**config.mk**
```make
export PLATFORM = sky130hd
export DESIGN_NAME = dm_arbiter_flat
export DESIGN_NICKNAME = d
export VERILOG_FILES = /design/src/rtl/dm_arbiter_if.sv /design/src/rtl/dm_arbiter.sv /design/src/flat_wrapper.sv
export SDC_FILE = /design/constraint.sdc
export NUM_CORES = 1
export LEC_CHECK = 0
export ABC_AREA = 0
export CAP_MARGIN = 20
export CELL_PAD_IN_SITES_DETAIL_PLACEMENT = 1
export CELL_PAD_IN_SITES_GLOBAL_PLACEMENT = 2
export CORE_UTILIZATION = 19
export DETAILED_ROUTE_END_ITERATION = 8
export PLACE_DENSITY = 0.87
export REMOVE_ABC_BUFFERS = 1
export SLEW_MARGIN = 10
export SYNTH_ARGS = -nofsm -noshare
export SYNTH_HDL_FRONTEND = slang
export SYNTH_SLANG_ARGS = --single-unit
```
**constraint.sdc**
```tcl
create_clock -name clk -period 2.45 [get_ports clk]
set_input_delay 0.49 -clock clk [delete_from_list [all_inputs] [get_ports clk]]
set_output_delay 0.49 -clock clk [all_outputs]
set_load 0.1 [all_outputs]
```
**src/rtl/dm_arbiter_if.sv**
```systemverilog
// Bus bundle between the two data-memory requesters (CPU, host/debug),
// the arbiter, and the single-port data RAM.
// The slave modport is the arbiter's view. The master modport is the view of
// whatever surrounds it: the requesters and the RAM read path.
interface dm_arbiter_if #(
    parameter int ADDR_W = 8,
    parameter int DATA_W = 32
);
    // CPU port
    logic              cpu_req;
    logic              cpu_we;
    logic [ADDR_W-1:0] cpu_addr;
    logic [DATA_W-1:0] cpu_wdata;
    logic              cpu_gnt;
    logic              cpu_rvalid;
    logic [DATA_W-1:0] cpu_rdata;
    logic              cpu_stall;

    // Host / debug port
    logic              host_req;
    logic              host_we;
    logic [ADDR_W-1:0] host_addr;
    logic [DATA_W-1:0] host_wdata;
    logic              host_gnt;
    logic              host_rvalid;
    logic [DATA_W-1:0] host_rdata;

    // RAM side; mem_rd also serves as the RAM output enable
    logic              mem_cs;
    logic              mem_rd;
    logic [ADDR_W-1:0] mem_addr;
    logic [DATA_W-1:0] mem_wdata;
    logic [DATA_W-1:0] mem_rdata;

    modport slave (
        input  cpu_req, cpu_we, cpu_addr, cpu_wdata,
        output cpu_gnt, cpu_rvalid, cpu_rdata, cpu_stall,
        input  host_req, host_we, host_addr, host_wdata,
        output host_gnt, host_rvalid, host_rdata,
        output mem_cs, mem_rd, mem_addr, mem_wdata,
        input  mem_rdata
    );

    modport master (
        output cpu_req, cpu_we, cpu_addr, cpu_wdata,
        input  cpu_gnt, cpu_rvalid, cpu_rdata, cpu_stall,
        output host_req, host_we, host_addr, host_wdata,
        input  host_gnt, host_rvalid, host_rdata,
        input  mem_cs, mem_rd, mem_addr, mem_wdata,
        output mem_rdata
    );
endinterface

```
**src/rtl/dm_arbiter.sv**
```systemverilog
// Data-memory arbiter: CPU and host share one single-port RAM.
// Each granted access takes one cycle. Ties go to the port that was not
// served last. Read data is registered per port and returned the cycle
// after the access.
//
//  state    | meaning
//  ---------+-----------------------------------------------------------
//  IDLE     | RAM deselected; picks the next owner from the pending reqs
//  CPU_ACC  | CPU owns the RAM for this cycle (cpu_gnt=1)
//  HOST_ACC | host owns the RAM for this cycle (host_gnt=1)
module dm_arbiter #(
    parameter int ADDR_W = 8,
    parameter int DATA_W = 32
) (
    input  logic        clk,
    input  logic        clr,
    dm_arbiter_if.slave bus
);

    typedef enum logic [1:0] {
        IDLE     = 2'd0,
        CPU_ACC  = 2'd1,
        HOST_ACC = 2'd2
    } state_t;

    typedef enum logic {
        OWN_CPU  = 1'b0,
        OWN_HOST = 1'b1
    } owner_t;

    state_t            state_q;
    state_t            state_d;
    owner_t            last_owner_q;

    logic              cpu_gnt;
    logic              host_gnt;
    logic              mem_cs;
    logic              mem_rd;
    logic [ADDR_W-1:0] mem_addr;
    logic [DATA_W-1:0] mem_wdata;

    logic              cpu_rvalid_q;
    logic [DATA_W-1:0] cpu_rdata_q;
    logic              host_rvalid_q;
    logic [DATA_W-1:0] host_rdata_q;

    // State register and record of the most recently served port
    always_ff @(posedge clk) begin
        if (clr) begin
            state_q      <= IDLE;
            last_owner_q <= OWN_HOST;
        end else begin
            state_q <= state_d;
            if (state_q == CPU_ACC) begin
                last_owner_q <= OWN_CPU;
            end else if (state_q == HOST_ACC) begin
                last_owner_q <= OWN_HOST;
            end
        end
    end

    // Next-state selection and RAM / grant drive for the current owner
    always_comb begin
        state_d   = IDLE;
        cpu_gnt   = 1'b0;
        host_gnt  = 1'b0;
        mem_cs    = 1'b0;
        mem_rd    = 1'b0;
        mem_addr  = '0;
        mem_wdata = '0;
        unique case (state_q)
            IDLE: begin
                if (bus.cpu_req && bus.host_req) begin
                    state_d = (last_owner_q == OWN_CPU) ? HOST_ACC : CPU_ACC;
                end else if (bus.cpu_req) begin
                    state_d = CPU_ACC;
                end else if (bus.host_req) begin
                    state_d = HOST_ACC;
                end else begin
                    state_d = IDLE;
                end
            end
            CPU_ACC: begin
                cpu_gnt   = 1'b1;
                mem_cs    = 1'b1;
                mem_rd    = ~bus.cpu_we;
                mem_addr  = bus.cpu_addr;
                mem_wdata = bus.cpu_wdata;
                // cpu_req here is the request being completed, so only the
                // host can take the next cycle.
                state_d   = bus.host_req ? HOST_ACC : IDLE;
            end
            HOST_ACC: begin
                host_gnt  = 1'b1;
                mem_cs    = 1'b1;
                mem_rd    = ~bus.host_we;
                mem_addr  = bus.host_addr;
                mem_wdata = bus.host_wdata;
                state_d   = bus.cpu_req ? CPU_ACC : IDLE;
            end
            default: begin
                state_d = IDLE;
            end
        endcase
    end

    // Per-port read return: capture RAM data at the closing edge of a read.
    // clr wins, so an access cut short by reset returns nothing.
    always_ff @(posedge clk) begin
        if (clr) begin
            cpu_rvalid_q  <= 1'b0;
            cpu_rdata_q   <= '0;
            host_rvalid_q <= 1'b0;
            host_rdata_q  <= '0;
        end else begin
            cpu_rvalid_q  <= (state_q == CPU_ACC) && !bus.cpu_we;
            host_rvalid_q <= (state_q == HOST_ACC) && !bus.host_we;
            if ((state_q == CPU_ACC) && !bus.cpu_we) begin
                cpu_rdata_q <= bus.mem_rdata;
            end
            if ((state_q == HOST_ACC) && !bus.host_we) begin
                host_rdata_q <= bus.mem_rdata;
            end
        end
    end

    assign bus.cpu_gnt     = cpu_gnt;
    assign bus.host_gnt    = host_gnt;
    assign bus.cpu_stall   = bus.cpu_req & ~cpu_gnt;
    assign bus.cpu_rvalid  = cpu_rvalid_q;
    assign bus.cpu_rdata   = cpu_rdata_q;
    assign bus.host_rvalid = host_rvalid_q;
    assign bus.host_rdata  = host_rdata_q;
    assign bus.mem_cs      = mem_cs;
    assign bus.mem_rd      = mem_rd;
    assign bus.mem_addr    = mem_addr;
    assign bus.mem_wdata   = mem_wdata;

endmodule

```
**src/flat_wrapper.sv**
```systemverilog
// flat-port wrapper written by rule: the top's interface ports become plain ports
module dm_arbiter_flat 
#(
    parameter int ADDR_W = 8,
    parameter int DATA_W = 32
)
  (clk, clr, bus_cpu_req, bus_cpu_we, bus_cpu_addr, bus_cpu_wdata, bus_cpu_gnt, bus_cpu_rvalid, bus_cpu_rdata, bus_cpu_stall, bus_host_req, bus_host_we, bus_host_addr, bus_host_wdata, bus_host_gnt, bus_host_rvalid, bus_host_rdata, bus_mem_cs, bus_mem_rd, bus_mem_addr, bus_mem_wdata, bus_mem_rdata);
  dm_arbiter_if #(.ADDR_W(ADDR_W), .DATA_W(DATA_W)) bus_i ();
  input  logic clk;
  input  logic clr;
  input wire logic [$bits(bus_i.cpu_req)-1:0] bus_cpu_req;
  input wire logic [$bits(bus_i.cpu_we)-1:0] bus_cpu_we;
  input wire logic [$bits(bus_i.cpu_addr)-1:0] bus_cpu_addr;
  input wire logic [$bits(bus_i.cpu_wdata)-1:0] bus_cpu_wdata;
  output wire logic [$bits(bus_i.cpu_gnt)-1:0] bus_cpu_gnt;
  output wire logic [$bits(bus_i.cpu_rvalid)-1:0] bus_cpu_rvalid;
  output wire logic [$bits(bus_i.cpu_rdata)-1:0] bus_cpu_rdata;
  output wire logic [$bits(bus_i.cpu_stall)-1:0] bus_cpu_stall;
  input wire logic [$bits(bus_i.host_req)-1:0] bus_host_req;
  input wire logic [$bits(bus_i.host_we)-1:0] bus_host_we;
  input wire logic [$bits(bus_i.host_addr)-1:0] bus_host_addr;
  input wire logic [$bits(bus_i.host_wdata)-1:0] bus_host_wdata;
  output wire logic [$bits(bus_i.host_gnt)-1:0] bus_host_gnt;
  output wire logic [$bits(bus_i.host_rvalid)-1:0] bus_host_rvalid;
  output wire logic [$bits(bus_i.host_rdata)-1:0] bus_host_rdata;
  output wire logic [$bits(bus_i.mem_cs)-1:0] bus_mem_cs;
  output wire logic [$bits(bus_i.mem_rd)-1:0] bus_mem_rd;
  output wire logic [$bits(bus_i.mem_addr)-1:0] bus_mem_addr;
  output wire logic [$bits(bus_i.mem_wdata)-1:0] bus_mem_wdata;
  input wire logic [$bits(bus_i.mem_rdata)-1:0] bus_mem_rdata;
  assign bus_i.cpu_req = bus_cpu_req;
  assign bus_i.cpu_we = bus_cpu_we;
  assign bus_i.cpu_addr = bus_cpu_addr;
  assign bus_i.cpu_wdata = bus_cpu_wdata;
  assign bus_cpu_gnt = bus_i.cpu_gnt;
  assign bus_cpu_rvalid = bus_i.cpu_rvalid;
  assign bus_cpu_rdata = bus_i.cpu_rdata;
  assign bus_cpu_stall = bus_i.cpu_stall;
  assign bus_i.host_req = bus_host_req;
  assign bus_i.host_we = bus_host_we;
  assign bus_i.host_addr = bus_host_addr;
  assign bus_i.host_wdata = bus_host_wdata;
  assign bus_host_gnt = bus_i.host_gnt;
  assign bus_host_rvalid = bus_i.host_rvalid;
  assign bus_host_rdata = bus_i.host_rdata;
  assign bus_mem_cs = bus_i.mem_cs;
  assign bus_mem_rd = bus_i.mem_rd;
  assign bus_mem_addr = bus_i.mem_addr;
  assign bus_mem_wdata = bus_i.mem_wdata;
  assign bus_i.mem_rdata = bus_mem_rdata;
  dm_arbiter #(.ADDR_W(ADDR_W), .DATA_W(DATA_W)) u_core (.clk(clk), .clr(clr), .bus(bus_i));
endmodule
```
* Word level (Yosys, flattened, before mapping) *
Index checks and enable logic that the tools add are counted.

storage, ports and cells
  flip-flop bits (word level) = 69
  logic and storage cells = 34
  input port bits = 118

cells by class
  bitwise logic cells = 4
  mux-type cells = 14
  equal/unequal tests = 2
  reductions and logical operators = 8

operator list
  kind                                                             count
  32-bit case mux with 2 select lines                              1
  8-bit case mux with 2 select lines                               1
  2-bit 2-to-1 mux                                                 4
  1-bit 2-to-1 mux                                                 6
  2-bit case mux with 3 select lines                               1
  1-bit logical AND                                                3
  1-bit inverter                                                   3
  2-bit by 1-bit == test with 1-bit output, second input constant  1
  2-bit == test, second input constant                             1
  1-bit zero test                                                  2
  2-bit zero test                                                  1
  1-bit case mux with 2 select lines                               1
  2-bit nonzero test                                               1
  2-bit OR reduction                                               1
  1-bit AND                                                        1

* Longest topological paths before layout *
Gate-level depths: netlist (run 1).

  depth in word-level cells = 4
  depth in mapped cells = 7
  mapped depth without buffers = 5

* Least setup slack after synthesis (run 1) *
No wires, ideal clock.

  kind = register to output
  start = register u_core.state_q[0]
  end = output bus_mem_rd
  arrival = 3.153 ns
  stages on the path, launching flop included = 7
  slack = -1.193 ns
  cells stage by stage = dfxtp_1 -> inv_1 -> ha_1 -> nand2b_1 -> buf_4 -> buf_2 -> a21boi_1

between the ends
  word-level cells in the longest chain between the ends = 2
  elaborated cells between the ends (all ways) = 3
  those cells by class = 2 x eq/ne; 1 x mux

RTL lines
  what                                                                       RTL line            source
  from (decl)                                                                dm_arbiter.sv:31    state_t state_q;
  from (signal assigned)                                                     dm_arbiter.sv:53    state_q <= state_d;
  2-bit == test or 2-bit by 1-bit == test with 1-bit output (tied branches)  dm_arbiter.sv:71    unique case (state_q)
  1-bit case mux with 2 select lines (*)                                     dm_arbiter.sv:71
  to (decl)                                                                  flat_wrapper.sv:27  output wire logic [$bits(bus_i.mem_rd)-1:0] bus_mem_rd;

Every way passes the cells marked *; elsewhere a longest branch is shown, timed or not.

* Final worst setup path (run 1) *
  start = register u_core.state_q[0]
  end = output bus_mem_wdata[21]

between the ends
  word-level cells in the longest chain between the ends = 2
  elaborated cells between the ends (all ways) = 3
  those cells by class = 2 x eq/ne; 1 x mux

RTL lines
  what                                                                       RTL line            source
  2-bit == test or 2-bit by 1-bit == test with 1-bit output (tied branches)  dm_arbiter.sv:71
  32-bit case mux with 2 select lines (*)                                    dm_arbiter.sv:71
  to (decl)                                                                  flat_wrapper.sv:29  output wire logic [$bits(bus_i.mem_wdata)-1:0] bus_mem_wdata;

Marked as above.

==> metrics.yaml, run 1 <==
layout:
  syn2layout_area_growth_pct: 94.6
  most_common_cell_after_layout_fill_and_taps_aside: "clkdlybuf4s50_1"
  drive_above_1_share_pct: 36.2
  stdcell_area_um2: 6270
  highest_count_cells_in_the_layout_ignoring_fill_and_taps: "clkdlybuf4s50_1 (116), nand2_1 (99), buf_4 (79)"
  antennaDiodeCount: 0
  finish.net_count: 705
grt:
  globalRoute.totalOverflow: 0
  grtUsageTotal_pct: 15.8
  grt_antenna_before_repair: 0
  grt_most_used_layer: "met2"
  grt.met1_usage_pct: 16.9
  grt_pass1_wl_um: 21400
  grt_util_met3_pct: 4.96
  via_count_of_the_first_global_routing_pass: 3847
  grtUsageMet2_pct: 28.9
  largest_net_degree_at_the_start_of_global_routing: 34
timing:
  post-route-period-util_pct: 97.0
  report.final.slew_viol_count: 0
  clock.fmax_mhz: 421
  hold_ws_ns: 0.457
  worst_slew_margin_rel_pct: 71.5
  timing_worst_slew_pin_value_ns: 0.427
  setup_repair_after_global_routing_missed_its_margin: "yes"
  timing.final.setup_violations: 0
  setup_slack_ns: 0.0734
  fin_skew_ns: 0.00425
  period_minus_slack_ns: 2.38
  final_hold_viol_count: 0
power_and_ir_drop:
  p_leak_nw: 2.41
  power_frac_clock_pct: 40.8
  finalPower_mw: 3.75
  power.combinational.fraction_pct: 27.8
  power.internal_mw: 2.57
  net-switching-power_mw: 1.18
  switching_share_pct: 31.5
  max-vdd-ir-drop_mv: 0.499
  power_density_nw_per_um2: 598
  power.sequential.fraction_pct: 31.3
run:
  maxCapViolations: 0
setup_path:
  cp_max_fo: 20
  element_type_at_the_critical_path_end: "output port"
  required_ns: 1.96
  setup.worst_path.start_class: "flop"
  criticalPathCategory: "flop to output port"
  reg2reg_from: "u_core.state_q[1]$_SDFF_PP0_"
  r2r_slack_ns: 0.82
  critical_path_arrival_ns: 1.89
  r2r-end: "u_core.bus.cpu_rdata[19]$_SDFFE_PP0P_"
  r2r.worst_path.cells: 6
min_path:
  worst_hold_startpoint: "u_core.bus.cpu_rdata[15]$_SDFFE_PP0P_"
  hold_path_depth: 2
  holdCritPathClass: "flop to flop"
  timing.hold.worst_endpoint: "u_core.bus.cpu_rdata[15]$_SDFFE_PP0P_"
clock_tree:
  ctsRootBufferMaster: "clkbuf_16"
  clkSinkCount: 69
  cts.htree.levels: 3
  tritoncts_clock_tree: "yes"
  clk_transition_reported_paths_ns: 0.06
  clk-insertion-delay-late_ns: 0.34
  cts.path.max_buffers: 2
  cts_inserted_buffers: 9
floorplanning:
  die_w_um: 132
  initial_util_pct: 19.4
  row_count: 47
  die_area_um2: 17500
  core_area_um2: 16600
  pin_count: 229
  fp.dieH_um: 132
placement:
  port-buffer-count: 228
  placedInstanceArea_um2: 5830
  gp_routability_congestion: 0.748
  placement.setup.worst_slack_ns: 0.108
  post-dp-hpwl_um: 10400
detailed_routing:
  drtPass1Iterations: 4
  detail_route.wirelength_um: 14200
  total_drc_errors_in_the_routed_layout: 0
  drt.antenna.violating_nets: 0
  route.detailed.wl_per_inst_um: 17.6
  routed-via-count: 3461
  drt-vias-per-instance: 4.29
  drt_iter0_drc: 62
logic_synthesis:
  post_synthesis_register_bit_count: 69
  syn_area_per_cell_um2: 8.93
  syn-instance-count: 361
  yosysWarnings: 0
  synth_sequential_area_ratio_pct: 42.9
  syn-cell-area_um2: 3220
  post_synthesis_cell_type_count: 22
run_status:
  status: "complete, no violations"
## registers in the layout, indices dropped and copies added, names as in the netlist
| name | flops |
|---|---|
| u_core.bus.cpu_rdata | 32 |
| u_core.bus.host_rdata | 32 |
| u_core.state_q | 2 |
| u_core.bus.cpu_rvalid | 1 |
| u_core.bus.host_rvalid | 1 |
| u_core.last_owner_q | 1 |
## layer usage
| metal | part of all wire, % | up-vias |
|---|---|---|
| li1 | - | 1652 |
| met1 | 39 | 1648 |
| met2 | 52 | 142 |
| met3 | 7.4 | 19 |
| met4 | 1.8 | 0 |
| met5 | 0 | - |
## power groups by stage
stage | Combinational (mW) | Sequential, mW | Clock (mW)
after floorplan | 0.345 | 1.41 | 0
after global placement | 1.01 | 1.20 | 0
after detailed placement | 1.03 | 1.20 | 0
after CTS | 1.05 | 1.18 | 1.59
after global routing | 1.08 | 1.18 | 1.63
final | 1.04 | 1.18 | 1.53
## through the flow
step	utilization, %	TNS [ns]	instances
floorplan	-	-53.44	327
global placement	35.1	0	786
detailed placement	35.1	0	786
CTS	37.7	0	805
global route	37.8	-0.0689	806
finish	37.8	0	806
## layout make-up
class | instances | area, um^2
Clock buffer | 11 | 243
Clock inverter | 5 | 106
Fill cell | 1902 | 10300
Inverter | 2 | 7.51
Multi-Input combinational cell | 258 | 1590
Sequential cell | 69 | 1380
Tap cell | 220 | 275
Timing Repair Buffer | 241 | 2670
## critical path, stage by stage (launching register included)
cell     delay (ns)
dfxtp_2        0.36
inv_1          0.11
ha_4           0.32
and2_4         0.20
buf_12         0.17
a22o_1         0.21
buf_12         0.19
## how the worst max path moves through the flow
stage	startpoint	to	slack, ns	depth (start not counted)
2_1_floorplan	u_core.state_q[0]$_SDFF_PP0_	bus_mem_rd	-1.66	4
3_3_place_gp	u_core.state_q[0]$_SDFF_PP0_	bus_mem_addr[6]	0.22	5
3_5_place_dp	u_core.state_q[0]$_SDFF_PP0_	bus_mem_addr[4]	0.11	5
4_1_cts	u_core.state_q[0]$_SDFF_PP0_	bus_mem_addr[6]	0.008	5
5_1_grt	u_core.state_q[0]$_SDFF_PP0_	bus_mem_addr[6]	-0.01	6
6_report	u_core.state_q[0]$_SDFF_PP0_	bus_mem_wdata[21]	0.07	6
## cells by family (layout without fill, tap and decap cells)
group / count (synthesis) / in the layout / share of synthesized area (%)
fa+ha+maj: 6 / 6 / 2.33
simple gates: 142 / 144 / 20.0
compound gates: 108 / 108 / 25.1
buf+inv: 36 / 259 / 9.74
flops: 69 / 69 / 42.9
## synthesized netlist by cell type, drive strengths merged
cell | instances | share of area [%]
and2b | 3 | 0.70
buf | 31 | 9.2
o21bai | 1 | 0.23
ha | 6 | 2.3
clkbuf | 3 | 0.35
a21boi | 1 | 0.23
nand2 | 129 | 17
nand2b | 3 | 0.58
inv | 2 | 0.23
a22o | 40 | 11
nor2 | 3 | 0.35
dfxtp | 69 | 43
a21oi | 66 | 14
and2 | 2 | 0.47
nor4b | 2 | 0.54
## repair_timing
action | CTS | global route
resized for setup | 10 | 2
pin swaps | 3 | 2
endpoints found under the hold margin | 0 | 0
hold buffers | 0 | 0
setup buffers | 1 | 0
cloned | 2 | 1
endpoints found under the setup margin | 40 | 38
Power figures use the tool's default switching activity.
==> run 2: changes to the inputs <==
Settings changed: CTS_CLUSTER_DIAMETER set to 40.
==> results of run 2 <==
Same layout as run 1: the final DEF is identical, and so are final timing and power.
==> run 3: changes to the inputs <==
Settings changed: HOLD_SLACK_MARGIN set to 0.1.
==> results of run 3 <==
Same layout as run 1: the final DEF is identical, and so are final timing and power.
==> RTL edit (config.mk and constraints of run 2) <==
`ADDR_W` is set to 8 in 3 places; all go to 7.
--- a/src/rtl/dm_arbiter_if.sv
+++ b/src/rtl/dm_arbiter_if.sv
@@ -4,5 +4,5 @@
 // whatever surrounds it: the requesters and the RAM read path.
 interface dm_arbiter_if #(
-    parameter int ADDR_W = 8,
+    parameter int ADDR_W = 7,
     parameter int DATA_W = 32
 );
--- a/src/rtl/dm_arbiter.sv
+++ b/src/rtl/dm_arbiter.sv
@@ -10,5 +10,5 @@
 //  HOST_ACC | host owns the RAM for this cycle (host_gnt=1)
 module dm_arbiter #(
-    parameter int ADDR_W = 8,
+    parameter int ADDR_W = 7,
     parameter int DATA_W = 32
 ) (
--- a/src/flat_wrapper.sv
+++ b/src/flat_wrapper.sv
@@ -2,5 +2,5 @@
 module dm_arbiter_flat 
 #(
-    parameter int ADDR_W = 8,
+    parameter int ADDR_W = 7,
     parameter int DATA_W = 32
 )
Ports: changed (resized bus_cpu_addr, bus_host_addr and bus_mem_addr); port bits go from 229 to 226. The function was not compared with the original's and may differ.
==> RTL edit against run 2 <==
  * Utilization grew 1.3 points
  * Die area fell by 6.6%
  * Sequential power about the same
  * Total power is 7.8% lower
  * Sequential cell count stayed put
  * Design area down 4.4%
  * Synthesized cell count is 0.55% lower
  * Worst setup slack better by 0.026 ns
  * Routed wire length shrank 4.9%
  * Register-to-register slack better by 0.05 ns
  * Synthesized area is 6.7% lower
  * Clock power shrank 17%
  * Critical endpoint is now bus_mem_wdata[23]
==> RTL edit: results <==
[outcome]
outcome = finished clean

[drt]
wl_met3_um = 922
dr.pass1.iters = 3
via_per_inst = 4.29
wl_met1_mm = 5.07
met2RoutedLength_mm = 7.33

[timing]
finalClockSkew_ns = 0.00949
min_period_over_period_pct = 95.9
tightest_slew_ns = 0.452

[logic_synthesis]
synth_common_cells = nand2_1, dfxtp_1, a21oi_1
yosysSeqAreaShare_pct = 45.9
synth.avg_cell_area_um2 = 8.38
ys_top_cells_by_area = dfxtp_1, nand2_1, a22o_1
synth_compound_area_share_pct = 24.1

[power_and_ir_drop]
power_leakage_uw = 0.00233

[setup_path]
ff2ff_setup_slack_ns = 0.87
cp-startpoint = u_core.state_q[1]$_SDFF_PP0_
r2r-end = u_core.bus.cpu_rdata[27]$_SDFFE_PP0P_

[placement]
dp_hpwl_mm = 9.92
pre_cts_slack_ns = 0.104
io_buffer_count = 225

[grt]
use_met3_pct = 4.13
grt_util_met1_pct = 16.3
grt_pass1_vias = 3739
grt_pass1_wl_mm = 20.2

[clock_network]
clock_latency_ns = 0.32
==> RTL edit: timing repair <==
item                       CTS  global route
gates cloned                 2             0
setup buffers                2             0
resized for setup           10             3
setup endpoints to repair   39            20
pin swaps                    3             2
==> RTL edit: per-stage QoR <==
stage	hold WS, ns	util [%]	area [µm²]
after global routing	0.482	39.2	6000
final	0.460	39.2	6000
after floorplan	0.483	-	2780
after detailed placement	0.454	36.7	5620
after global placement	0.444	36.7	5620
after CTS	0.463	39.2	6000
==> RTL edit: layout make-up <==
| type | instances | area (µm²) | share of cell area [%] |
|---|---|---|---|
| Inverter | 2 | 7.51 | 0.125 |
| Tap cell | 211 | 264 | 4.40 |
| Clock buffer | 9 | 225 | 3.76 |
| Timing Repair Buffer | 237 | 2620 | 43.7 |
| Multi-Input combinational cell | 256 | 1430 | 23.8 |
| Clock inverter | 6 | 65.1 | 1.08 |
| Sequential cell | 69 | 1390 | 23.1 |
==> RTL edit: worst min path at each step <==
stage / startpoint / end / slack (ns) / cells after the start
finish: u_core.bus.cpu_rdata[11]$_SDFFE_PP0P_ / u_core.bus.cpu_rdata[11]$_SDFFE_PP0P_ / 0.46 / 2
global placement: u_core.bus.host_rdata[16]$_SDFFE_PP0P_ / u_core.bus.host_rdata[16]$_SDFFE_PP0P_ / 0.44 / 2
detailed placement: u_core.bus.host_rdata[21]$_SDFFE_PP0P_ / u_core.bus.host_rdata[21]$_SDFFE_PP0P_ / 0.45 / 2
CTS: u_core.bus.host_rdata[21]$_SDFFE_PP0P_ / u_core.bus.host_rdata[21]$_SDFFE_PP0P_ / 0.46 / 2
floorplan: u_core.last_owner_q$_SDFFE_PP1P_ / u_core.last_owner_q$_SDFFE_PP1P_ / 0.48 / 2
global route: u_core.bus.cpu_rdata[31]$_SDFFE_PP0P_ / u_core.bus.cpu_rdata[31]$_SDFFE_PP0P_ / 0.48 / 2
==> RTL edit: logic make-up after synthesis <==
kind of cell,Yosys count
AND/OR/NAND/NOR,142
buffers and inverters,35
AO/OA/AOI/OAI,107
flip-flops,69
adder cells (fa/ha/maj),6
==> RTL edit: power by group through the flow <==
stage | sequential, µW | combinational, µW | clock, µW
2_1_floorplan | 1410 | 332 | 0
3_3_place_gp | 1200 | 986 | 0
3_5_place_dp | 1200 | 999 | 0
4_1_cts | 1180 | 1030 | 1310
5_1_grt | 1180 | 1060 | 1370
6_report | 1180 | 1020 | 1270
==> RTL edit: worst max-delay path, delay by kind of cell, from the launching register on <==
kind / cells / cell delay (ns)
AO/OA/AOI/OAI: 1 / 0.21
adder cells (fa/ha/maj): 1 / 0.30
buffers and inverters: 3 / 0.44
flip-flops: 1 / 0.37
AND/OR/NAND/NOR: 1 / 0.21
